<file path="src/rtl/pixel_pkg.sv">
// Shared types and constants for the pixel packing stage.
package pixel_pkg;

  localparam int unsigned BPW    = 4;
  localparam int unsigned WORD_W = 32;

  // One packed output word with its framing markers.
  typedef struct packed {
    logic [WORD_W-1:0] data;
    logic [BPW-1:0]    keep;
    logic              sof;
    logic              last;
  } pkt_word_t;

  // Contiguous byte enables for a word that closes with its last byte in slot 'lane'.
  function automatic logic [BPW-1:0] keep_mask(input logic [1:0] lane);
    logic [BPW-1:0] mask;
    unique case (lane)
      2'd0:    mask = 4'b0001;
      2'd1:    mask = 4'b0011;
      2'd2:    mask = 4'b0111;
      default: mask = 4'b1111;
    endcase
    return mask;
  endfunction

endpackage

</file>
<file path="src/rtl/pkt_fifo2.sv">
// Two-entry synchronous FIFO of packed words; head is the oldest entry.
module pkt_fifo2
  import pixel_pkg::*;
(
  input  logic       clk,
  input  logic       rstn,
  input  logic       push,
  input  pkt_word_t  wdata,
  input  logic       pop,
  output logic [1:0] occupancy,
  output pkt_word_t  head
);

  pkt_word_t  mem_q [2];
  logic       wr_ptr_q;
  logic       rd_ptr_q;
  logic [1:0] cnt_q;
  logic [1:0] cnt_d;

  // Occupancy bookkeeping; push+pop together leaves the count unchanged.
  always_comb begin
    cnt_d = cnt_q;
    unique case ({push, pop})
      2'b10:   cnt_d = cnt_q + 2'd1;
      2'b01:   cnt_d = cnt_q - 2'd1;
      default: cnt_d = cnt_q;
    endcase
  end

  // Storage and pointers; entries clear on reset so head reads as zero.
  always_ff @(posedge clk or negedge rstn) begin
    if (!rstn) begin
      for (int i = 0; i < 2; i++) begin
        mem_q[i] <= '0;
      end
      wr_ptr_q <= 1'b0;
      rd_ptr_q <= 1'b0;
      cnt_q    <= 2'd0;
    end else begin
      if (push) begin
        mem_q[wr_ptr_q] <= wdata;
        wr_ptr_q        <= ~wr_ptr_q;
      end
      if (pop) begin
        rd_ptr_q <= ~rd_ptr_q;
      end
      cnt_q <= cnt_d;
    end
  end

  assign occupancy = cnt_q;
  assign head      = mem_q[rd_ptr_q];

endmodule

</file>
<file path="src/rtl/pixel_packer.sv">
// Packs 8-bit pixels little-endian into 32-bit words with frame markers.
module pixel_packer
  import pixel_pkg::*;
#(
  parameter int unsigned IMG_W = 32,
  parameter int unsigned IMG_H = 32
) (
  input  logic        clk,
  input  logic        rstn,
  input  logic [7:0]  pixel_in,
  input  logic        valid_in,
  output logic        ready_out,
  output logic [31:0] m_data,
  output logic [3:0]  m_keep,
  output logic        m_sof,
  output logic        m_last,
  output logic        m_valid,
  input  logic        m_ready,
  output logic        frame_done,
  output logic [15:0] frame_cnt
);

  localparam int unsigned ColW = (IMG_W > 1) ? $clog2(IMG_W) : 1;
  localparam int unsigned RowW = (IMG_H > 1) ? $clog2(IMG_H) : 1;
  localparam logic [ColW-1:0] ColLast = ColW'(IMG_W - 1);
  localparam logic [RowW-1:0] RowLast = RowW'(IMG_H - 1);

  logic [1:0]      lane_q, lane_d;
  logic [ColW-1:0] col_q, col_d;
  logic [RowW-1:0] row_q, row_d;
  logic [23:0]     pack_q, pack_d;
  logic            first_q, first_d;
  logic [15:0]     frame_cnt_q, frame_cnt_d;

  logic            accept;
  logic            eol;
  logic            eof;
  logic            close;
  logic [31:0]     word_data;
  pkt_word_t       push_word;
  pkt_word_t       head;
  logic [1:0]      occupancy;
  logic            pop;

  assign ready_out = (occupancy < 2'd2);
  assign accept    = valid_in && ready_out;
  assign eol       = (col_q == ColLast);
  assign eof       = eol && (row_q == RowLast);
  // Lines never share a word, so end of line always closes.
  assign close     = (lane_q == 2'd3) || eol;

  // Merge the incoming pixel into its byte slot; untouched slots stay zero.
  always_comb begin
    word_data = {8'h00, pack_q};
    word_data[{lane_q, 3'b000} +: 8] = pixel_in;
  end

  assign push_word = '{data: word_data, keep: keep_mask(lane_q), sof: first_q, last: eof};

  // Lane, position and pack register advance only on an accepted pixel.
  always_comb begin
    lane_d  = lane_q;
    col_d   = col_q;
    row_d   = row_q;
    pack_d  = pack_q;
    first_d = first_q;
    if (accept) begin
      if (close) begin
        lane_d  = 2'd0;
        pack_d  = '0;
        first_d = eof;
      end else begin
        lane_d = lane_q + 2'd1;
        pack_d = word_data[23:0];
      end
      if (eol) begin
        col_d = '0;
        row_d = eof ? '0 : row_q + RowW'(1);
      end else begin
        col_d = col_q + ColW'(1);
      end
    end
  end

  // Frame accounting counts words carrying the frame end as they leave.
  always_comb begin
    frame_cnt_d = frame_cnt_q + {15'd0, frame_done};
  end

  // Packer state and frame counter.
  always_ff @(posedge clk or negedge rstn) begin
    if (!rstn) begin
      lane_q      <= 2'd0;
      col_q       <= '0;
      row_q       <= '0;
      pack_q      <= '0;
      first_q     <= 1'b1;
      frame_cnt_q <= 16'd0;
    end else begin
      lane_q      <= lane_d;
      col_q       <= col_d;
      row_q       <= row_d;
      pack_q      <= pack_d;
      first_q     <= first_d;
      frame_cnt_q <= frame_cnt_d;
    end
  end

  pkt_fifo2 u_fifo (
    .clk       (clk),
    .rstn      (rstn),
    .push      (accept && close),
    .wdata     (push_word),
    .pop       (pop),
    .occupancy (occupancy),
    .head      (head)
  );

  assign m_valid    = (occupancy != 2'd0);
  assign pop        = m_valid && m_ready;
  assign frame_done = pop && head.last;
  assign m_data     = head.data;
  assign m_keep     = head.keep;
  assign m_sof      = head.sof;
  assign m_last     = head.last;
  assign frame_cnt  = frame_cnt_q;

endmodule

</file>
<file path="config.mk">
export PLATFORM = sky130hd
export DESIGN_NAME = pixel_packer
export DESIGN_NICKNAME = d
export VERILOG_FILES = /design/src/rtl/pixel_pkg.sv /design/src/rtl/pkt_fifo2.sv /design/src/rtl/pixel_packer.sv
export SDC_FILE = /design/constraint.sdc
export NUM_CORES = 1
export LEC_CHECK = 0
export BUFFER_PORTS_ARGS = -buffer_cell sky130_fd_sc_hd__buf_2
export CORE_AREA = 4 4 132 134
export DETAILED_ROUTE_END_ITERATION = 7
export DIE_AREA = 0 0 136 138
export PLACE_DENSITY = 0.56
export SLEW_MARGIN = 25
export SYNTH_ARGS = -nofsm -noshare
export SYNTH_HDL_FRONTEND = slang
export SYNTH_HIERARCHICAL = 1
export SYNTH_SLANG_ARGS = --single-unit
</file>
<file path="constraint.sdc">
create_clock -name clk -period 5.15 [get_ports clk]
set_input_delay 1.545 -clock clk [delete_from_list [all_inputs] [get_ports clk]]
set_output_delay 1.545 -clock clk [all_outputs]
set_load 0.05 [all_outputs]
</file>
# Yosys cells after proc, flatten, opt, wreduce, memory -nomap -nowiden
# Cells that the tools add are included.
# classes
addsub,7
magnitude_cmp,4
eq_ne,7
shifts,2
n_mux,13
bitwise_logic,4
reduce_logical,12
# ops
operator,count
38-bit two-way mux,4
76-bit bitwise mux,1
38-bit demux with 1-bit select,1
32-bit bitwise mux,1
8-bit by 7-bit variable shift with 32-bit output (first input constant),1
8-bit by 7-bit indexed part select with 32-bit output,1
24-bit two-way mux,1
16-bit by 1-bit adder with 16-bit output,1
4-bit one-hot mux with 3 select lines,1
5-bit by 1-bit adder with 5-bit output (second input constant),2
5-bit == test (second input constant),2
5-bit two-way mux,2
5-bit negation with 7-bit output,1
2-bit == test (second input constant),3
1-bit logical AND,6
2-bit by 1-bit adder with 2-bit output (second input constant),2
2-bit by 1-bit == test with 1-bit output (second input constant),2
2-bit >= comparator (second input constant),2
1-bit NOT with 2-bit output,2
2-bit one-hot mux with 2 select lines,1
2-bit AND reduction,2
2-bit nonzero test,2
2-bit logical NOT,1
2-bit by 1-bit < comparator with 1-bit output (second input constant),1
other kinds (5),6
# word_totals
ff_bits,133
inputBits,12
out_inout_bits,57

# Longest topological paths before layout
# Gate-level depths: netlist of the first run.
# logic_depth
ltp_word,6
mapped_depth,13

# Modules after synthesis
# The synthesis of the first run kept the hierarchy.
# by_module_without_submodules
module,n_inst,cells_per_inst,area_each_um2
pkt_fifo2,1,216,3629.7
pixel_packer,1,276,2762.6

# Least setup slack after synthesis of the first run
# Ideal clock, no wire load.
# synth_path
kind,input-to-output
startpoint,input m_ready
endpoint,output frame_done
arrival_time_ns,2.023
setup_slack_ns,1.582
stages,1
path_buffers,0
cell_sequence,and3_1
# synth_between
elab_chain_len,2
# synth_lines
item,line_no,text
from (decl),pixel_packer.sv:18,"input logic m_ready,"
1-bit logical AND,pixel_packer.sv:120,assign pop = m_valid && m_ready;
1-bit logical AND,pixel_packer.sv:121,assign frame_done = pop && head.last;
to (decl),pixel_packer.sv:19,"output logic frame_done,"
# Every way passes these cells.

# Final worst setup path of the first run
# layout_path
startpoint,register u_fifo.rd_ptr_q
endpoint,output m_keep[2]
# layout_between
elab_chain_len,4
# layout_lines
item,line_no,text
from (decl),pkt_fifo2.sv:16,logic rd_ptr_q;
from (signal assigned),pkt_fifo2.sv:45,rd_ptr_q <= ~rd_ptr_q;
1-bit NOT with 2-bit output (implied by the code),pkt_fifo2.sv:52,assign head = mem_q[rd_ptr_q];
38-bit two-way mux (implied by the code) (3 in a row),pkt_fifo2.sv:52,
to (decl),pixel_packer.sv:14,"output logic [3:0] m_keep,"
# Every way passes these cells. The select of a mux whose other input is x is not followed.

==> flow_summary.ini, run 1 <==
[final_layout]
area_growth_pct = 17.9
finalNetCount = 589
antennaDiodeCount = 0
drive_gt1_share_pct = 39.9
layout_commonest_cell = dfrtp_1
final_cell_mix = dfrtp_1 (132), mux2_2 (75), buf_2 (67)

[clock_tree]
cts-buffers-inserted = 17
clock_sinks = 133
cts-root-buf = clkbuf_16
holdBufCountCts = 0
clock_latency_ns = 0.42
clockBufferDepth = 2
ctsResizeCount = 0
cts_tree = done
cts.clk_slew.worst_paths_ns = 0.06
htreeDepth = 4
cts_setup_buffers = 0

[routing]
vias_per_cell = 4.99
wl_per_cell_um = 17.1
drt_iter0_drc = 231
vias = 3979
ant_nets = 0
drcViolationCount = 0
first_pass_iters = 4
routed_wl_um = 13700

[critical_path]
crit_cells = 3
path_cells = buf_4 -> mux2_2 -> buf_2
worstPathArrival_ns = 2.35
critPathMaxFanout = 24
critPathMaxStageDelay_ns = 0.84
critPathTopFamily = flip-flops
endpoint_kind = output port
worst-path-buf-inv = 2
crit_type = reg -> out
r2r_end = u_fifo/mem_q[59]$_DFFE_PN0P_
r2r-start = col_q[0]$_DFFE_PN0P_
rr_worst_depth = 10
startpoint_type = register
crit_slowest_cell = dfrtp_1
cp.required_ns = 3.61
r2r_setup_slack_ns = 2.14

[hold_path]
holdPathStages = 1
holdPathEnd = frame_cnt[15]$_DFF_PN0_
hold_start = frame_cnt[15]$_DFF_PN0_
hold_path.class = reg -> reg

[global_routing]
grt_pass1_vias = 4145
grtUsageTotal_pct = 15.3
grt_pass1_wl_um = 22700
antenna_found_initial = 0
grt_max_degree = 78
grt_overflow = 0

[synthesis]
async_flop_share_pct = 100
synth_edf_count = 0
yosysSeqAreaShare_pct = 52.1
yosys_warnings = 6
synth_area_per_cell_um2 = 13.0
syn_area_mm2 = 0.00639
synth_area_leaders = dfrtp_1 (52%), mux2_2 (13%), mux2_4 (9.4%)
synthCells = 492
synth_area_leader_cell = dfrtp_1
synth_top_flop_cell = dfrtp_1
synth_top_area_share_pct = 51.7
yosysUniqueCellTypes = 47
ys_ff_latch = 133

[pwr]
p_leak_nw = 3.80
max-vdd-ir-drop_mv = 0.284
powerDensity_mw_per_mm2 = 556
p_int_mw = 2.65
combPwrFrac_pct = 34.0
p_switching_mw = 1.54
p_sw_share_pct = 36.7
p_seq_share_pct = 36.3
clkPwrFrac_pct = 29.6

[floorplanning]
die_x_um = 136
start_util_pct = 39.2
die_y_um = 138
ios = 69
core_area_mm2 = 0.0163
die_area_mm2 = 0.0188
rows = 47

[timing]
slew_violations = 0
setup_viol = 0
final_hold_viol_count = 0
finalClockSkew_ns = 0.00684
rsz0062_at_grt = false
fin_crit_ns = 3.89
min_period_over_period_pct = 75.6
slew_headroom_pct = 48.5
fin_hold_ws_ns = 0.468
worst_pin_slew_ns = 0.772
fmax_mhz = 257
timing.setup.tns_ns = 0

[run_status]
status = completed

[place]
io_buffers = 68
place_hpwl_um = 9130
gp_congestion = 0.771

[flow_run]
maxCapViolCount = 0
-- how the worst max path moves through the flow --
stage | from | endpoint | slack, ns
2_1_floorplan | m_ready | frame_done | 1.58
3_3_place_gp | m_ready | frame_done | 1.53
3_5_place_dp | m_ready | frame_done | 1.51
4_1_cts | u_fifo/rd_ptr_q$_DFFE_PN0P_ | m_data[22] | 1.18
5_1_grt | u_fifo/rd_ptr_q$_DFFE_PN0P_ | m_data[28] | 1.07
6_report | u_fifo/rd_ptr_q$_DFFE_PN0P_ | m_keep[2] | 1.26
-- cell families (layout without fill, tap and decap cells) --
kind of cell | count (synthesis) | count (layout) | synth area share [%]
flops | 133 | 133 | 52.1
buf+inv | 45 | 129 | 3.95
fa+ha+maj | 13 | 13 | 2.54
compound gates | 65 | 65 | 7.46
other cells | 1 | 2 | 0.0587
mux | 115 | 115 | 22.6
simple gates | 100 | 100 | 8.55
xor+xnor | 20 | 20 | 2.74
-- area by class of cell --
| class | count | area, um2 |
|---|---|---|
| Clock buffer | 18 | 429 |
| Clock inverter | 14 | 175 |
| Fill cell | 1493 | 8750 |
| Inverter | 25 | 93.8 |
| Multi-Input combinational cell | 315 | 2830 |
| Sequential cell | 133 | 3330 |
| Tap cell | 220 | 275 |
| Timing Repair Buffer | 72 | 402 |
-- layer usage --
metal  global-route usage, %  vias up  routed length [um]  share of wire (%)
li1                        -     1892                   -                  -
met1                    21.1     1980                6400                 47
met2                    23.0       90                6280                 46
met3                    5.12       17                 789                5.8
met4                    4.77        0                 195                1.4
met5                       0        -                   0                  0
-- power groups by stage --
stage	registers, mW	clock network, mW	logic (mW)
finish	1.52	1.24	1.43
floorplan	1.46	0	1.16
detailed placement	1.54	0	1.43
global route	1.57	1.32	1.54
global placement	1.52	0	1.41
CTS	1.52	1.27	1.44
-- flip-flops by register name, summed over array words and instances (netlist names) --
name              flops
u_fifo/wr_ptr_q       1
col_q                 5
lane_q                2
u_fifo/mem_q         76
first_q               1
u_fifo/occupancy      2
row_q                 5
frame_cnt            16
u_fifo/rd_ptr_q       1
pack_q               24
-- through the flow --
step	area, um2	setup slack, ns	power [mW]	util, %	instances
2_1_floorplan	6400	1.58	2.62	-	493
3_3_place_gp	6920	1.53	2.93	42.5	765
3_5_place_dp	6920	1.51	2.96	42.5	765
4_1_cts	7530	1.18	4.23	46.2	797
5_1_grt	7540	1.07	4.43	46.3	797
6_report	7540	1.26	4.19	46.3	797
-- synthesized netlist by cell type (all sizes together) (4+ instances only) --
cell type	n
nand3	9
nor2	4
nor4	6
mux2	115
o21ai	26
clkbuf	6
nand2b	4
nand2	41
inv	24
a22o	9
xor2	11
o2bb2ai	24
dfrtp	132
nand4	5
xnor2	9
and2	10
ha	13
and3	4
buf	14
nor3	4
No activity file was read; power rests on OpenSTA's default activity.
==> run 2: changes to the inputs <==
--- a/config.mk
+++ b/config.mk
@@ -9,7 +9,7 @@
 export CORE_AREA = 4 4 132 134
 export DETAILED_ROUTE_END_ITERATION = 7
 export DIE_AREA = 0 0 136 138
-export PLACE_DENSITY = 0.56
+export PLACE_DENSITY = 0.58
 export SLEW_MARGIN = 25
 export SYNTH_ARGS = -nofsm -noshare
 export SYNTH_HDL_FRONTEND = slang
==> constraint.sdc (replaced) <==
create_clock -name clk -period 3.3 [get_ports clk]
set_input_delay 0.99 -clock clk [delete_from_list [all_inputs] [get_ports clk]]
set_output_delay 0.99 -clock clk [all_outputs]
set_load 0.05 [all_outputs]
==> run 2 against run 1 <==
Cell count increased by 0.88%; combinational power up 59%; worst hold slack got worse by 0.0052 ns; sequential cell count unchanged; clock skew increased by 0.0012 ns; register-to-register slack worse by 1.5 ns; critical endpoint is now frame_done; largest cell class unchanged; largest power group unchanged.
==> flow_summary.ini, run 2 (same netlist as run 1, synthesis figures left out) <==
[final_layout]
top_register = u_fifo/mem_q
antennaDiodeCount = 0
final_core_util_pct = 46.3
fin_cells = 804
largest_register_ffs = 76
drive_gt1_share_pct = 40.2
area_growth_pct = 18.0
final_cell_mix = dfrtp_1 (132), mux2_2 (75), buf_2 (67)
finalNetCount = 596
layout_commonest_cell = dfrtp_1

[critical_path]
worstPathArrival_ns = 1.82
r2r_end = u_fifo/mem_q[37]$_DFFE_PN0P_
cp.required_ns = 2.31
r2r-start = col_q[0]$_DFFE_PN0P_
crit_type = reg -> out
endpoint_kind = output port
r2r_setup_slack_ns = 0.68
critPathMaxFanout = 16
setup.worst_path.end = frame_done
startpoint = u_fifo/rd_ptr_q$_DFFE_PN0P_
startpoint_type = register
rr_worst_depth = 9

[run_status]
status = completed

[floorplanning]
core_area_mm2 = 0.0163
die_y_um = 138
start_util_pct = 39.2
die_x_um = 136
rows = 47
die_area_mm2 = 0.0188
ios = 69

[routing]
drcViolationCount = 0
routed_wl_um = 13800
ant_nets = 0
first_pass_iters = 4
vias = 4022
wl_per_cell_um = 17.2
drt_iter0_drc = 213
vias_per_cell = 5.00

[timing]
slew_headroom_pct = 60.2
rsz0062_at_grt = false
fmax_mhz = 356
finalClockSkew_ns = 0.00808
setup_ws_ns = 0.493
fin_crit_ns = 2.81
min_period_over_period_pct = 85.1
final_hold_viol_count = 0
slew_violations = 0
worst_pin_slew_ns = 0.593
timing.setup.tns_ns = 0
fin_hold_ws_ns = 0.462
setup_viol = 0

[place]
gp_congestion = 0.820
place_hpwl_um = 9600
io_buffers = 68
pre_cts_slack_ns = 0.659
placed_cells = 772

[flow_run]
maxCapViolCount = 0

[global_routing]
antenna_found_initial = 0
grt_pass1_wl_um = 22800
grtUsageTotal_pct = 15.4
grt_pass1_vias = 4300
grt_overflow = 0
grt_max_degree = 53

[hold_path]
hold_path.class = reg -> reg
holdPathStages = 1

[pwr]
max-vdd-ir-drop_mv = 0.435
p_leak_nw = 3.81
powerDensity_mw_per_mm2 = 853

[clock_tree]
cts-root-buf = clkbuf_16
clock_sinks = 133
ctsResizeCount = 0
cts_setup_buffers = 0
cts_tree = done
cts-buffers-inserted = 17
htreeDepth = 4
cts.clk_slew.worst_paths_ns = 0.06
clockBufferDepth = 2
clock_latency_ns = 0.42
holdBufCountCts = 0
==> run 2: worst min-delay path by stage <==
| stage | from | end | slack (ns) |
|---|---|---|---|
| 2_1_floorplan | col_q[3]$_DFFE_PN0P_ | col_q[3]$_DFFE_PN0P_ | 0.44 |
| 3_3_place_gp | frame_cnt[15]$_DFF_PN0_ | frame_cnt[15]$_DFF_PN0_ | 0.45 |
| 3_5_place_dp | frame_cnt[15]$_DFF_PN0_ | frame_cnt[15]$_DFF_PN0_ | 0.46 |
| 4_1_cts | frame_cnt[15]$_DFF_PN0_ | frame_cnt[15]$_DFF_PN0_ | 0.47 |
| 5_1_grt | pack_q[9]$_DFFE_PN0P_ | pack_q[9]$_DFFE_PN0P_ | 0.50 |
| 6_report | frame_cnt[15]$_DFF_PN0_ | frame_cnt[15]$_DFF_PN0_ | 0.46 |
==> run 2: final cells by class <==
cell class	count	area [um2]
Clock inverter	7	68.8
Fill cell	1503	8750
Multi-Input combinational cell	315	2820
Sequential cell	133	3330
Tap cell	220	275
Clock buffer	25	515
Inverter	25	93.8
Timing Repair Buffer	79	438
==> run 2: layer usage <==
layer	global-route usage, %	share of wire [%]	up-vias
li1	-	-	1902
met1	21.0	47	2004
met2	23.4	46	94
met3	4.29	4.9	22
met4	5.68	1.8	0
met5	0	0	-
==> run 2: report_power, final <==
part           total [mW]  switching (mW)  internal (mW)
registers            2.34           0.275           2.06
clock network        1.83           0.676           1.15
logic                2.27            1.38          0.883
==> run 2: per-stage QoR <==
stage	total power [mW]	area (um2)
floorplan	4.09	6400
global placement	4.59	6960
detailed placement	4.64	6960
CTS	6.51	7540
global route	6.79	7540
finish	6.43	7540
==> run 2: worst max-delay path, stage by stage (launching register included) <==
cell and delay (ns):
dfrtp_1 0.34, buf_4 0.26, mux2_2 0.38, and3_1 0.20
buf_2 0.22
==> run 3: changes to the inputs <==
--- a/config.mk
+++ b/config.mk
@@ -7,9 +7,11 @@
 export LEC_CHECK = 0
 export BUFFER_PORTS_ARGS = -buffer_cell sky130_fd_sc_hd__buf_2
 export CORE_AREA = 4 4 132 134
+export CTS_CLUSTER_SIZE = 16
 export DETAILED_ROUTE_END_ITERATION = 7
 export DIE_AREA = 0 0 136 138
 export PLACE_DENSITY = 0.58
+export REMOVE_ABC_BUFFERS = 1
 export SLEW_MARGIN = 25
 export SYNTH_ARGS = -nofsm -noshare
 export SYNTH_HDL_FRONTEND = slang
==> run 3 against run 2 <==
Wire length is 3.3% lower; critical path depth unchanged; clock skew up 0.00058 ns; maximum frequency decreased by 0.28%; clock power increased by 11%; power increased by 3.1%; critical endpoint unchanged; largest cell class unchanged.
==> flow_summary.ini, run 3 (same netlist as run 1, synthesis figures left out) <==
[critical_path]
rr_worst_depth = 9
startpoint = u_fifo/rd_ptr_q$_DFFE_PN0P_
r2r_setup_slack_ns = 0.72
r2r_end = u_fifo/mem_q[7]$_DFFE_PN0P_
setup.worst_path.end = frame_done
cp.required_ns = 2.31
startpoint_type = register
endpoint_kind = output port
worstPathArrival_ns = 1.82
r2r-start = col_q[0]$_DFFE_PN0P_
crit_type = reg -> out
critPathMaxFanout = 16

[pwr]
p_leak_nw = 3.84
total_power_mw = 6.64
max-vdd-ir-drop_mv = 0.339
powerDensity_mw_per_mm2 = 871

[timing]
fin_crit_ns = 2.81
setup_viol = 0
finalClockSkew_ns = 0.00866
slew_violations = 0
timing.setup.tns_ns = 0
rsz0062_at_grt = false
min_period_over_period_pct = 85.3
worst_pin_slew_ns = 0.606
slew_headroom_pct = 59.4
fmax_mhz = 355
final_hold_viol_count = 0

[global_routing]
antenna_found_initial = 0
grt_overflow = 0
grt_max_degree = 74
grt_pass1_wl_um = 22200
grt_pass1_vias = 4236
grtUsageTotal_pct = 14.8

[final_layout]
largest_register_ffs = 76
layout_commonest_cell = dfrtp_1
drive_gt1_share_pct = 40.4
finalNetCount = 594
area_growth_pct = 19.2
top_register = u_fifo/mem_q
antennaDiodeCount = 0
final_cell_mix = dfrtp_1 (132), mux2_2 (75), buf_2 (67)

[clock_tree]
clockBufferDepth = 2
cts_tree = done
cts_setup_buffers = 0
htreeDepth = 4
cts-root-buf = clkbuf_16
cts.clk_slew.worst_paths_ns = 0.06
holdBufCountCts = 0
cts-buffers-inserted = 17
clock_latency_ns = 0.41
ctsResizeCount = 0
clock_sinks = 133

[run_status]
status = completed

[routing]
first_pass_iters = 4
ant_nets = 0
vias = 3938
routed_wl_um = 13300
drcViolationCount = 0
drt_iter0_drc = 197
wl_per_cell_um = 16.6
vias_per_cell = 4.91

[floorplanning]
rows = 47
start_util_pct = 39.2
ios = 69
core_area_mm2 = 0.0163
die_x_um = 136
die_y_um = 138
die_area_mm2 = 0.0188

[place]
gp_congestion = 0.796
place_hpwl_um = 9170
io_buffers = 68

[flow_run]
maxCapViolCount = 0

[hold_path]
hold_path.class = reg -> reg
==> run 3: cell types whose count changed in the layout (fill, tap and decap cells not counted) <==
cell / change
clkbuf_8: -2
inv_6: +1
clkbuf_1: -2
buf_4: -4
clkinv_2: -1
clkinv_4: +1
buf_12: +2
bufinv_16: +3
==> run 3: worst min path at each step <==
stage | from | end | cells past startpoint
after CTS | frame_cnt[15]$_DFF_PN0_ | frame_cnt[15]$_DFF_PN0_ | 1
after detailed placement | frame_cnt[15]$_DFF_PN0_ | frame_cnt[15]$_DFF_PN0_ | 1
after floorplan | col_q[3]$_DFFE_PN0P_ | col_q[3]$_DFFE_PN0P_ | 1
after global routing | frame_cnt[15]$_DFF_PN0_ | frame_cnt[15]$_DFF_PN0_ | 1
after global placement | frame_cnt[15]$_DFF_PN0_ | frame_cnt[15]$_DFF_PN0_ | 1
final | frame_cnt[15]$_DFF_PN0_ | frame_cnt[15]$_DFF_PN0_ | 1
==> run 3: through the flow <==
step           setup slack, ns  hold WS, ns  util (%)  instances  instance area (um2)
2_1_floorplan           -0.284        0.437         -        473                 6240
3_3_place_gp             0.735        0.452      42.8        770                 6970
5_1_grt                  0.398        0.492      46.8        802                 7620
6_report                 0.485        0.473      46.8        802                 7620
3_5_place_dp             0.701        0.474      42.8        770                 6970
4_1_cts                  0.455        0.483      46.8        802                 7620
==> run 3: critical path, cell delays in order (launching register included) <==
cell and delay, ns:
dfrtp_1 0.34, buf_4 0.26, mux2_2 0.39, and3_1 0.20
buf_2 0.22
==> run 3: report_power, final <==
| group | switching [mW] | internal (mW) | total (mW) | leakage, nW |
|---|---|---|---|---|
| sequential | 0.272 | 2.06 | 2.34 | 1.80 |
| combinational | 1.38 | 0.886 | 2.26 | 1.73 |
| clock | 0.692 | 1.35 | 2.04 | 0.316 |
| total | 2.34 | 4.30 | 6.64 | 3.84 |
==> run 3: cell type report <==
type / count / area, um2
multi-input combinational: 315 / 2820
clock inverter: 11 / 171
inverter: 25 / 93.8
fill: 1496 / 8670
sequential: 133 / 3330
tap: 220 / 275
clock buffer: 21 / 480
timing repair buffer: 77 / 448
==> run 3: per-layer routing <==
metal / wire length (um) / up-vias / part of all wire, % / GRT usage [%]
li1: - / 1899 / - / -
met1: 6360 / 1966 / 48 / 20.2
met2: 6390 / 64 / 48 / 23.5
met3: 432 / 9 / 3.2 / 3.31
met4: 160 / 0 / 1.2 / 4.72
met5: 0 / - / 0 / 0
